$ cat config.mk
export PLATFORM = sky130hd
export DESIGN_NAME = fifo_uart_tx
export DESIGN_NICKNAME = d
export VERILOG_FILES = /design/src/rtl/fifo_uart_pkg.sv /design/src/rtl/baud_counter.sv /design/src/rtl/fifo_uart_tx.sv
export SDC_FILE = /design/constraint.sdc
export NUM_CORES = 1
export LEC_CHECK = 0
export ABC_AREA = 1
export CAP_MARGIN = 20
export CORE_MARGIN = 1
export CORE_UTILIZATION = 58
export DETAILED_ROUTE_END_ITERATION = 10
export GPL_TIMING_DRIVEN = 0
export PLACE_DENSITY = 0.81
export RECOVER_POWER = 100
export REMOVE_ABC_BUFFERS = 1
export SLEW_MARGIN = 30
export SYNTH_ARGS = -nofsm -noshare
export SYNTH_HDL_FRONTEND = slang
export SYNTH_SLANG_ARGS = --single-unit
$ cat constraint.sdc
create_clock -name clk -period 4.05 [get_ports clk]
set_input_delay 0.6075 -clock clk [delete_from_list [all_inputs] [get_ports clk]]
set_output_delay 0.6075 -clock clk [all_outputs]
set_load 0.02 [all_outputs]
$ cat src/rtl/fifo_uart_pkg.sv
// Shared types and constants for the FIFO-draining UART transmitter.
package fifo_uart_pkg;

    typedef enum logic [1:0] {
        IDLE  = 2'd0,
        START = 2'd1,
        DATA  = 2'd2,
        STOP  = 2'd3
    } uart_state_e;

    localparam int DATA_BITS       = 8;
    localparam int DEFAULT_DIVISOR = 868;
    localparam int DEFAULT_CNT_W   = 16;

endpackage

$ cat src/rtl/baud_counter.sv
// Bit-period timer: counts clk cycles and flags the last cycle of each bit period.
module baud_counter #(
    parameter int DIVISOR = 868,
    parameter int CNT_W   = 16
) (
    input  logic clk,
    input  logic reset,
    input  logic clr,
    output logic tick
);

    localparam logic [CNT_W-1:0] TERMINAL = CNT_W'(DIVISOR - 1);

    logic [CNT_W-1:0] cnt_q;
    logic [CNT_W-1:0] cnt_d;

    assign tick = (cnt_q == TERMINAL);

    // Terminal count wraps to zero so each bit period is exactly DIVISOR cycles.
    always_comb begin
        cnt_d = cnt_q + CNT_W'(1);
        if (clr || tick) begin
            cnt_d = '0;
        end
    end

    always_ff @(posedge clk or negedge reset) begin
        if (!reset) begin
            cnt_q <= '0;
        end else begin
            cnt_q <= cnt_d;
        end
    end

endmodule

$ cat src/rtl/fifo_uart_tx.sv
// Pops bytes from the upstream FIFO and shifts them out as 8N1 UART frames, LSB first.
module fifo_uart_tx
    import fifo_uart_pkg::*;
#(
    parameter int DIVISOR = DEFAULT_DIVISOR,
    parameter int CNT_W   = DEFAULT_CNT_W
) (
    input  logic                 clk,
    input  logic                 reset,
    input  logic                 en,
    input  logic                 empty,
    input  logic [DATA_BITS-1:0] r_data,
    output logic                 rd,
    output logic                 tx,
    output logic                 busy,
    output logic                 done_tick,
    output uart_state_e          state_dbg
);

    uart_state_e          state_q, state_d;
    logic [DATA_BITS-1:0] shift_q, shift_d;
    logic [2:0]           bit_q, bit_d;
    logic                 tx_q, tx_d;
    logic                 busy_q, busy_d;
    logic                 done_q, done_d;
    logic                 tick;

    // Holding the counter clear through IDLE makes START begin at count zero.
    baud_counter #(
        .DIVISOR (DIVISOR),
        .CNT_W   (CNT_W)
    ) u_baud (
        .clk   (clk),
        .reset (reset),
        .clr   (state_q == IDLE),
        .tick  (tick)
    );

    // Pop strobe is combinational so r_data is captured on the same edge it is popped.
    assign rd        = reset && (state_q == IDLE) && en && !empty;
    assign tx        = tx_q;
    assign busy      = busy_q;
    assign done_tick = done_q;
    assign state_dbg = state_q;

    always_comb begin
        state_d = state_q;
        shift_d = shift_q;
        bit_d   = bit_q;
        done_d  = 1'b0;
        case (state_q)
            IDLE: begin
                if (rd) begin
                    shift_d = r_data;
                    state_d = START;
                end
            end
            START: begin
                if (tick) begin
                    bit_d   = 3'd0;
                    state_d = DATA;
                end
            end
            DATA: begin
                if (tick) begin
                    shift_d = shift_q >> 1;
                    bit_d   = bit_q + 3'd1;
                    if (bit_q == 3'(DATA_BITS - 1)) begin
                        state_d = STOP;
                    end
                end
            end
            STOP: begin
                if (tick) begin
                    done_d  = 1'b1;
                    state_d = IDLE;
                end
            end
            default: state_d = IDLE;
        endcase

        // Line level is derived from the next state so it is registered with no extra lag.
        case (state_d)
            START:   tx_d = 1'b0;
            DATA:    tx_d = shift_d[0];
            default: tx_d = 1'b1;
        endcase
        busy_d = (state_d != IDLE);
    end

    always_ff @(posedge clk or negedge reset) begin
        if (!reset) begin
            state_q <= IDLE;
            shift_q <= '0;
            bit_q   <= '0;
            tx_q    <= 1'b1;
            busy_q  <= 1'b0;
            done_q  <= 1'b0;
        end else begin
            state_q <= state_d;
            shift_q <= shift_d;
            bit_q   <= bit_d;
            tx_q    <= tx_d;
            busy_q  <= busy_d;
            done_q  <= done_d;
        end
    end

endmodule

==> After elaboration in Yosys (flattened, before gate mapping) <==
Cells that the tools add are included.
{ "word_totals": {"reg_bits": 32, "input_bits": 12, "out_inout_bits": 6, "wordCells": 47} }
{ "op_classes": {"addsub": 2, "n_eq_ne": 10, "n_mux": 16, "n_reduce_logical": 11} }
{ "op_table": {"columns": ["cell", "n"], "rows": [
  ["16-bit by 1-bit adder with 16-bit output (second input constant)", 1],
  ["16-bit by 10-bit equality test with 1-bit output (second input constant)", 1],
  ["16-bit two-way mux", 1],
  ["8-bit two-way mux", 2],
  ["8-bit one-hot mux with 2 select lines", 1],
  ["2-bit two-way mux", 5],
  ["2-bit one-hot mux with 4 select lines", 1],
  ["2-bit equality test (second input constant)", 3],
  ["3-bit two-way mux", 2],
  ["3-bit one-hot mux with 2 select lines", 1],
  ["3-bit AND reduction", 2],
  ["2-bit nonzero test", 3],
  ["2-bit by 1-bit equality test with 1-bit output (second input constant)", 2],
  ["2-bit by 1-bit inequality test with 1-bit output (second input constant)", 2],
  ["3-bit by 1-bit adder with 3-bit output (second input constant)", 1],
  ["3-bit equality test (second input constant)", 1],
  ["1-bit logical AND", 3],
  ["2-bit logical NOT", 1],
  ["1-bit two-way mux", 2],
  ["2-bit inequality test (second input constant)", 1],
  ["1-bit one-hot mux with 2 select lines", 1],
  ["1-bit logical NOT", 1],
  ["1-bit logical OR", 1]
]} }

==> Longest topological paths before layout <==
Gate-level depths: netlist of run 1.
{ "logic_depth": {"word_depth": 8, "depth_mapped": 12} }

==> By module <==
From an unflattened synthesis of run 1, not the netlist that was laid out.
{ "unflattened": {"hier_cells": 218, "area_unflattened_um2": 1702.9} }
{ "by_module_without_submodules": {"columns": ["module", "instances", "cells_per_inst", "area_each_um2", "seq_area_each_um2"], "rows": [
  ["baud_counter", 1, 126, 953.4, 400.4],
  ["fifo_uart_tx", 1, 92, 749.5, 401.6]
]} }

==> Worst setup path before layout of run 1 <==
Ideal clock, no wire load.
{ "synth_path": {"path_kind": "input port to output port", "start": "input port empty", "end": "output port rd", "arrival_time_ns": 1.063, "required_ns": 3.442, "setup_slack_ns": 2.379, "stages": 3, "path_buffers": 1, "path_cell_list": "nand3b_1 nor2_1 buf_4"} }
{ "synth_via": {"elab_chain_cells": 2} }
{ "synth_lines": {"columns": ["item", "line_no", "text"], "rows": [
  ["start, declared", "fifo_uart_tx.sv:11", "input logic empty,"],
  ["1-bit logical NOT", "fifo_uart_tx.sv:40", "assign rd = reset && (state_q == IDLE) && en && !empty;"],
  ["1-bit logical AND", "fifo_uart_tx.sv:40", null],
  ["end, declared", "fifo_uart_tx.sv:13", "output logic rd,"]
]} }
No other way between the ends.

==> Worst setup path after layout of run 1 <==
{ "layout_path": {"start": "input port reset", "end": "output port rd"} }
{ "layout_via": {"elab_chain_cells": 3} }
{ "layout_lines": {"columns": ["item", "line_no", "text"], "rows": [
  ["start, declared", "fifo_uart_tx.sv:9", "input logic reset,"],
  ["1-bit logical AND (3 in series)", "fifo_uart_tx.sv:40", null]
]} }
No other way between the ends.

==> metrics, run 1 <==
residual DRC count 1; die width 57.3 µm; Final Hold Fails 0; commonest cells after routing, fill and taps aside nand2_1, inv_1, dfrtp_1; Post-synth top flop dfrtp_1; Compound-Gate Fraction of Synth Area 0.0733; Post-Synthesis Cell Area 1780 µm²; Worst-path clk slew 0.09 ns; Comb pwr share 0.223; row count 19; dpl hpwl 2610 µm; ANT cells 0; vias in the first global route 1394; post-synthesis mux area share 0; maxcap violations 0; worst-case vdd ir drop 0.000231 V; # hold bufs at CTS 0; Sink Count 32; postcts setup bufs 0; post-route minimum period 3.29 ns; final setup violation count 0; Avg Synthesized Cell Area 8.83 µm²; Hold Crit Class primary input to asynchronous set/reset pin; CTS tree done; Post-Synth Simple-Gate Area 0.351; Crit path arrival time 2.69 ns; Critical Path RT 3.44 ns; Async S/R FF share, synth 1.00; synth top area cells dfrtp_1, inv_1, nand2_1; pin count of the biggest net entering global routing 34; Fmax 304 MHz; max_slew headroom 0.527; I/O pins 18; library cells used by synthesis 36; Die Footprint 3290 µm²; post-route insts no fill 254; EDFF count, synth 0; Post-CTS Resized 0; 1st-iter DRT viols 86; CP Max Fanout 33; violated checks design-rule violations; Port Buf Inserts 17; flops & latches, synth 32; fin. max-slew vios 0; setup tns final 0 ns; commonest non-fill, non-tap cell in the layout nand2_1; initial antenna violation count 0; sequential share of power 0.537; power per cell area 401 nW/µm²; largest family of logic cells by synthesized area simple AND/OR/NAND/NOR gates; GP Congestion 0.888; CTS buffer count 5; DP Cell Count 246; CP max stage delay 0.76 ns; DR vias/cell 5.65; layout net count 237; Setup CP Type primary input to output pin; post-synthesis cell count 201; sequential area share after synthesis 0.452; global-route wire length before repair 5930 µm; Clock power frac 0.240; DR WL/cell 13.4 µm; Post-DRT Antenna Nets 0; largest area contributor in the netlist dfrtp_1; Synth Area in XOR/XNOR 0.0148; total grt overflow 0; H-Tree Depth 2; post-synthesis adder-cell area fraction 0.0211; drt first pass iters 7; worst-case clock buffer depth 2; critical path cell sequence buf_2 -> nand3b_1 -> nor2_1 -> dlygate4sd3_1; NetSw 261 µW; final clock skew 0.00311 ns; starting density of the core 0.628; CP endpoint kind output pin; final worst slack 0.755 ns; share of the synthesized area in the top cell type 0.437; cell-internal power 531 µW; crit path launch type primary input; Place WS 0.741 ns; later-pin clock latency in the skew report 0.33 ns; Sw Ratio 0.329; yosys warns 0; Worst-Margin Slew 0.710 ns; fin crit share 0.813; RSZ-0062 raised after global routing no; gr usage total 0.242; via count 1435; clock root cell clkbuf_4; status finished, violations left; CORE AREA 2830 µm²; Slowest-stage cell, CP dlygate4sd3_1; P&R area growth vs syn 11.1%; die height 57.3 µm; layout cell share with drive strength beyond 1 0.152; Routed WL 3410 µm; Static Leakage 0.000907 µW
## through the flow
stage                util  hold slack [ns]  cell area [µm²]  total power (µW)
finish              0.697            0.315             1970               792
global route        0.697            0.357             1970               843
CTS                 0.711            0.328             2010               801
detailed placement  0.690            0.486             1950               611
global placement    0.692            0.468             1960               599
floorplan               -            0.312             1750               557
## power groups by stage
stage | combinational, µW | sequential [µW] | clock, µW
floorplan | 137 | 420 | 0
global placement | 170 | 429 | 0
detailed placement | 178 | 433 | 0
CTS | 179 | 426 | 196
global route | 203 | 433 | 206
finish | 176 | 425 | 190
## logic make-up (layout without fill, tap and decap cells)
family          count (synthesis)  count (layout)
simple gates                  107             107
buf+inv                        37              59
flops                          32              32
compound gates                 19              19
fa+ha+maj                       3               3
xor+xnor                        3               3
## final timing paths
path                                       from               end  slack [ns]  cells after the start
worst max-delay path                      reset                rd        0.76                      4
max in group asynchronous                 reset        shift_q[7]        3.28                      1
min in group clk                u_baud.cnt_q[0]   u_baud.cnt_q[0]        0.49                      1
worst max register to register  u_baud.cnt_q[0]        shift_q[6]        1.64                      8
worst min-delay path                      reset  u_baud.cnt_q[14]        0.31                      1
worst min register to register  u_baud.cnt_q[0]   u_baud.cnt_q[0]        0.49                      1
## critical path, delay by kind of cell
kind | cells | cell delay, ns
buffers and inverters | 2 | 1.31
AND/OR/NAND/NOR | 2 | 0.76
## synthesized netlist by cell type (2+ instances only)
| cell | instances |
|---|---|
| dfrtp_1 | 31 |
| inv_1 | 31 |
| nand2_1 | 31 |
| nor2_1 | 21 |
| nand3_1 | 11 |
| nand2_2 | 7 |
| nand3_2 | 6 |
| nand4_1 | 6 |
| nor3_1 | 5 |
| o221ai_1 | 5 |
| a21oi_1 | 4 |
| nor2_4 | 4 |
| ha_1 | 3 |
| nor2_2 | 3 |
| nor3b_1 | 3 |
| xor2_1 | 3 |
| a211oi_1 | 2 |
| buf_4 | 2 |
| clkinv_2 | 2 |
| nor4_1 | 2 |
| o211ai_1 | 2 |
| o21ai_0 | 2 |
| o21ai_1 | 2 |
## per-layer routing
layer	up-vias	part of all wire	GRT usage
li1	703	-	-
met1	690	0.44	0.296
met2	38	0.49	0.403
met3	4	0.050	0.0726
met4	0	0.011	0.0941
met5	-	0	0
## final cells by class
class | count | area (µm²)
Fill cell | 231 | 856
Sequential cell | 32 | 802
Multi-Input combinational cell | 132 | 778
Timing Repair Buffer | 17 | 165
Inverter | 34 | 130
Clock buffer | 8 | 58.8
Tap cell | 31 | 38.8
## registers in the layout, summed over array words and instances (netlist names)
signal / count
u_baud.cnt_q: 16
shift_q: 8
state_dbg: 2
tx: 1
busy: 1
bit_q: 3
done_tick: 1
Power figures use the tool's default switching activity.
==> run 2, diff against run 1 <==
Settings changed: CORE_UTILIZATION 58 to 50, PLACE_DENSITY 0.81 to 0.74.
Clock period 4.05 ns to 2.9 ns, I/O delays scaled along.
==> metrics, run 2 (synthesis results as in run 1) <==
status complete, no violations; post-route minimum period 2.64 ns; P&R area growth vs syn 12.8%; residual DRC count 0 (-1); worst-case clock buffer depth 2 (unchanged); GR Layer Usage met2 0.286 (-0.118); Static Leakage 0.000907 µW (about the same); initial antenna violation count 0 (unchanged); clock root cell clkbuf_4; vias in the first global route 1235 (-11%); 1st-iter DRT viols 44 (-49%); crit path launch type flop; CP endpoint kind output pin; final setup violation count 0 (unchanged); later-pin clock latency in the skew report 0.32 ns (about the same); DP Cell Count 262 (+6.5%); DR vias/cell 5.00 (-11%); Die Footprint 3790 µm² (+15%); Worst-path clk slew 0.10 ns (about the same); die width 61.6 µm (+7.4%); total grt overflow 0 (unchanged); Clock power frac 0.222 (-0.018); Routed WL 3240 µm (-4.8%); fin crit share 0.910; power per cell area 536 nW/µm² (+34%); ANT cells 0 (unchanged); CTS tree done; postcts setup bufs 0 (unchanged); dpl hpwl 2460 µm (-5.8%); cell-internal power 716 µW (+35%); Critical Path RT 2.47 ns (-0.97 ns); Post-DRT Antenna Nets 0 (unchanged); max reg flops 16 (unchanged); max_slew headroom 0.251 (-0.275); Crit path arrival time 2.20 ns (-0.49 ns); layout cell share with drive strength beyond 1 0.156 (+0.00309); gr usage total 0.199 (-0.0435); commonest non-fill, non-tap cell in the layout nand2_1; via count 1355 (-5.6%); DR WL/cell 12.0 µm (-11%); pin count of the biggest net entering global routing 22 (-35%); CTS buffer count 5 (unchanged); Setup CP Type flop to output pin; Hold Crit Class primary input to asynchronous set/reset pin; post-route insts no fill 271 (+6.7%); Comb pwr share 0.225 (+0.002); row count 21 (+2); CP Max Fanout 11 (-67%); Fmax 379 MHz; H-Tree Depth 2 (unchanged); Top Registers u_baud.cnt_q x16, shift_q x8, bit_q x3; NetSw 357 µW (+37%); final clock skew 0.00696 ns (+0.00385 ns); GP Congestion 0.804 (-9.4%); drt first pass iters 4 (-3); Final Hold Fails 0 (unchanged); fin. max-slew vios 0 (unchanged); sequential share of power 0.552 (+0.015); commonest cells after routing, fill and taps aside nand2_1, inv_1, dfrtp_1; layout net count 239 (+0.84%); CORE AREA 3360 µm² (+19%); Biggest register u_baud.cnt_q; RSZ-0062 raised after global routing no; Tot Pwr 1070 µW (+36%); Port Buf Inserts 17 (unchanged); die height 61.6 µm (+7.4%); Sw Ratio 0.333 (+0.00344); met3 global-route usage 0.0567 (-0.0158); Finished Core Util 0.596 (-0.102); Worst-Margin Slew 1.12 ns (+0.413 ns); worst-case vdd ir drop 0.000320 V (+38%); maxcap violations 0 (unchanged); I/O pins 18 (unchanged); Sink Count 32 (unchanged); met1 usage 0.286 (-0.00982); global-route wire length before repair 5480 µm (-7.7%); starting density of the core 0.528 (-0.0997); GRT busiest layer met1
-- run 2: power by group through the flow --
stage                     Combinational [µW]  Sequential (µW)  Clock (µW)
final                                    242              593         239
after detailed placement                 250              603           0
after global routing                     281              606         274
after CTS                                252              594         246
after floorplan                          192              587           0
after global placement                   239              599           0
-- run 2: metrics by stage --
stage          cell area (µm²)  setup TNS [ns]  hold slack (ns)  worst slack, ns
2_1_floorplan             1750               0            0.139             1.02
3_3_place_gp              1980           -5.56            0.476            -1.07
3_5_place_dp              2000               0            0.352            0.155
4_1_cts                   2060               0           0.0902           0.0940
5_1_grt                   2000               0            0.122           0.0922
6_report                  2000               0            0.113            0.261
-- run 2: worst paths after layout --
| kind | from | end | slack (ns) | depth (start not counted) |
|---|---|---|---|---|
| setup reg to reg | u_baud.cnt_q[0] | shift_q[3] | 0.51 | 8 |
| min in group clk | u_baud.cnt_q[0] | u_baud.cnt_q[0] | 0.49 | 1 |
| setup / recovery | state_dbg[0] | rd | 0.26 | 4 |
| hold reg to reg | u_baud.cnt_q[0] | u_baud.cnt_q[0] | 0.49 | 1 |
| hold / removal | reset | tx | 0.11 | 1 |
| max in group asynchronous | reset | u_baud.cnt_q[14] | 1.72 | 2 |
-- run 2: repair_timing --
action / 4_1_cts / 5_1_grt
hold buffers: 1 / 0
endpoints found under the hold margin: 10 / 0
resized for setup: 0 / 1
setup endpoints to repair: 0 / 1
-- run 2: layout make-up --
type | count | area [µm²]
Tap cell | 46 | 57.6
Multi-Input combinational cell | 132 | 786
Clock buffer | 7 | 45.0
Inverter | 34 | 130
Fill cell | 326 | 1360
Sequential cell | 32 | 802
Timing Repair Buffer | 19 | 178
Clock inverter | 1 | 5.00
-- run 2: per-layer routing --
layer	up-vias	wire length [µm]
met3	2	100
met5	-	0
met4	0	19
met2	21	1460
li1	712	-
met1	620	1660
-- run 2: worst max-delay path, stage by stage (launching register included) --
cell,delay (ns)
dfrtp_1,0.49
nor2_1,0.17
inv_1,0.09
nor2_2,0.37
dlygate4sd3_1,0.76
==> run 3, diff against run 2 <==
Settings changed: SKIP_LAST_GASP set to 1.
==> results of run 3 <==
No change in the layout: final DEF, timing and power equal those of run 2.
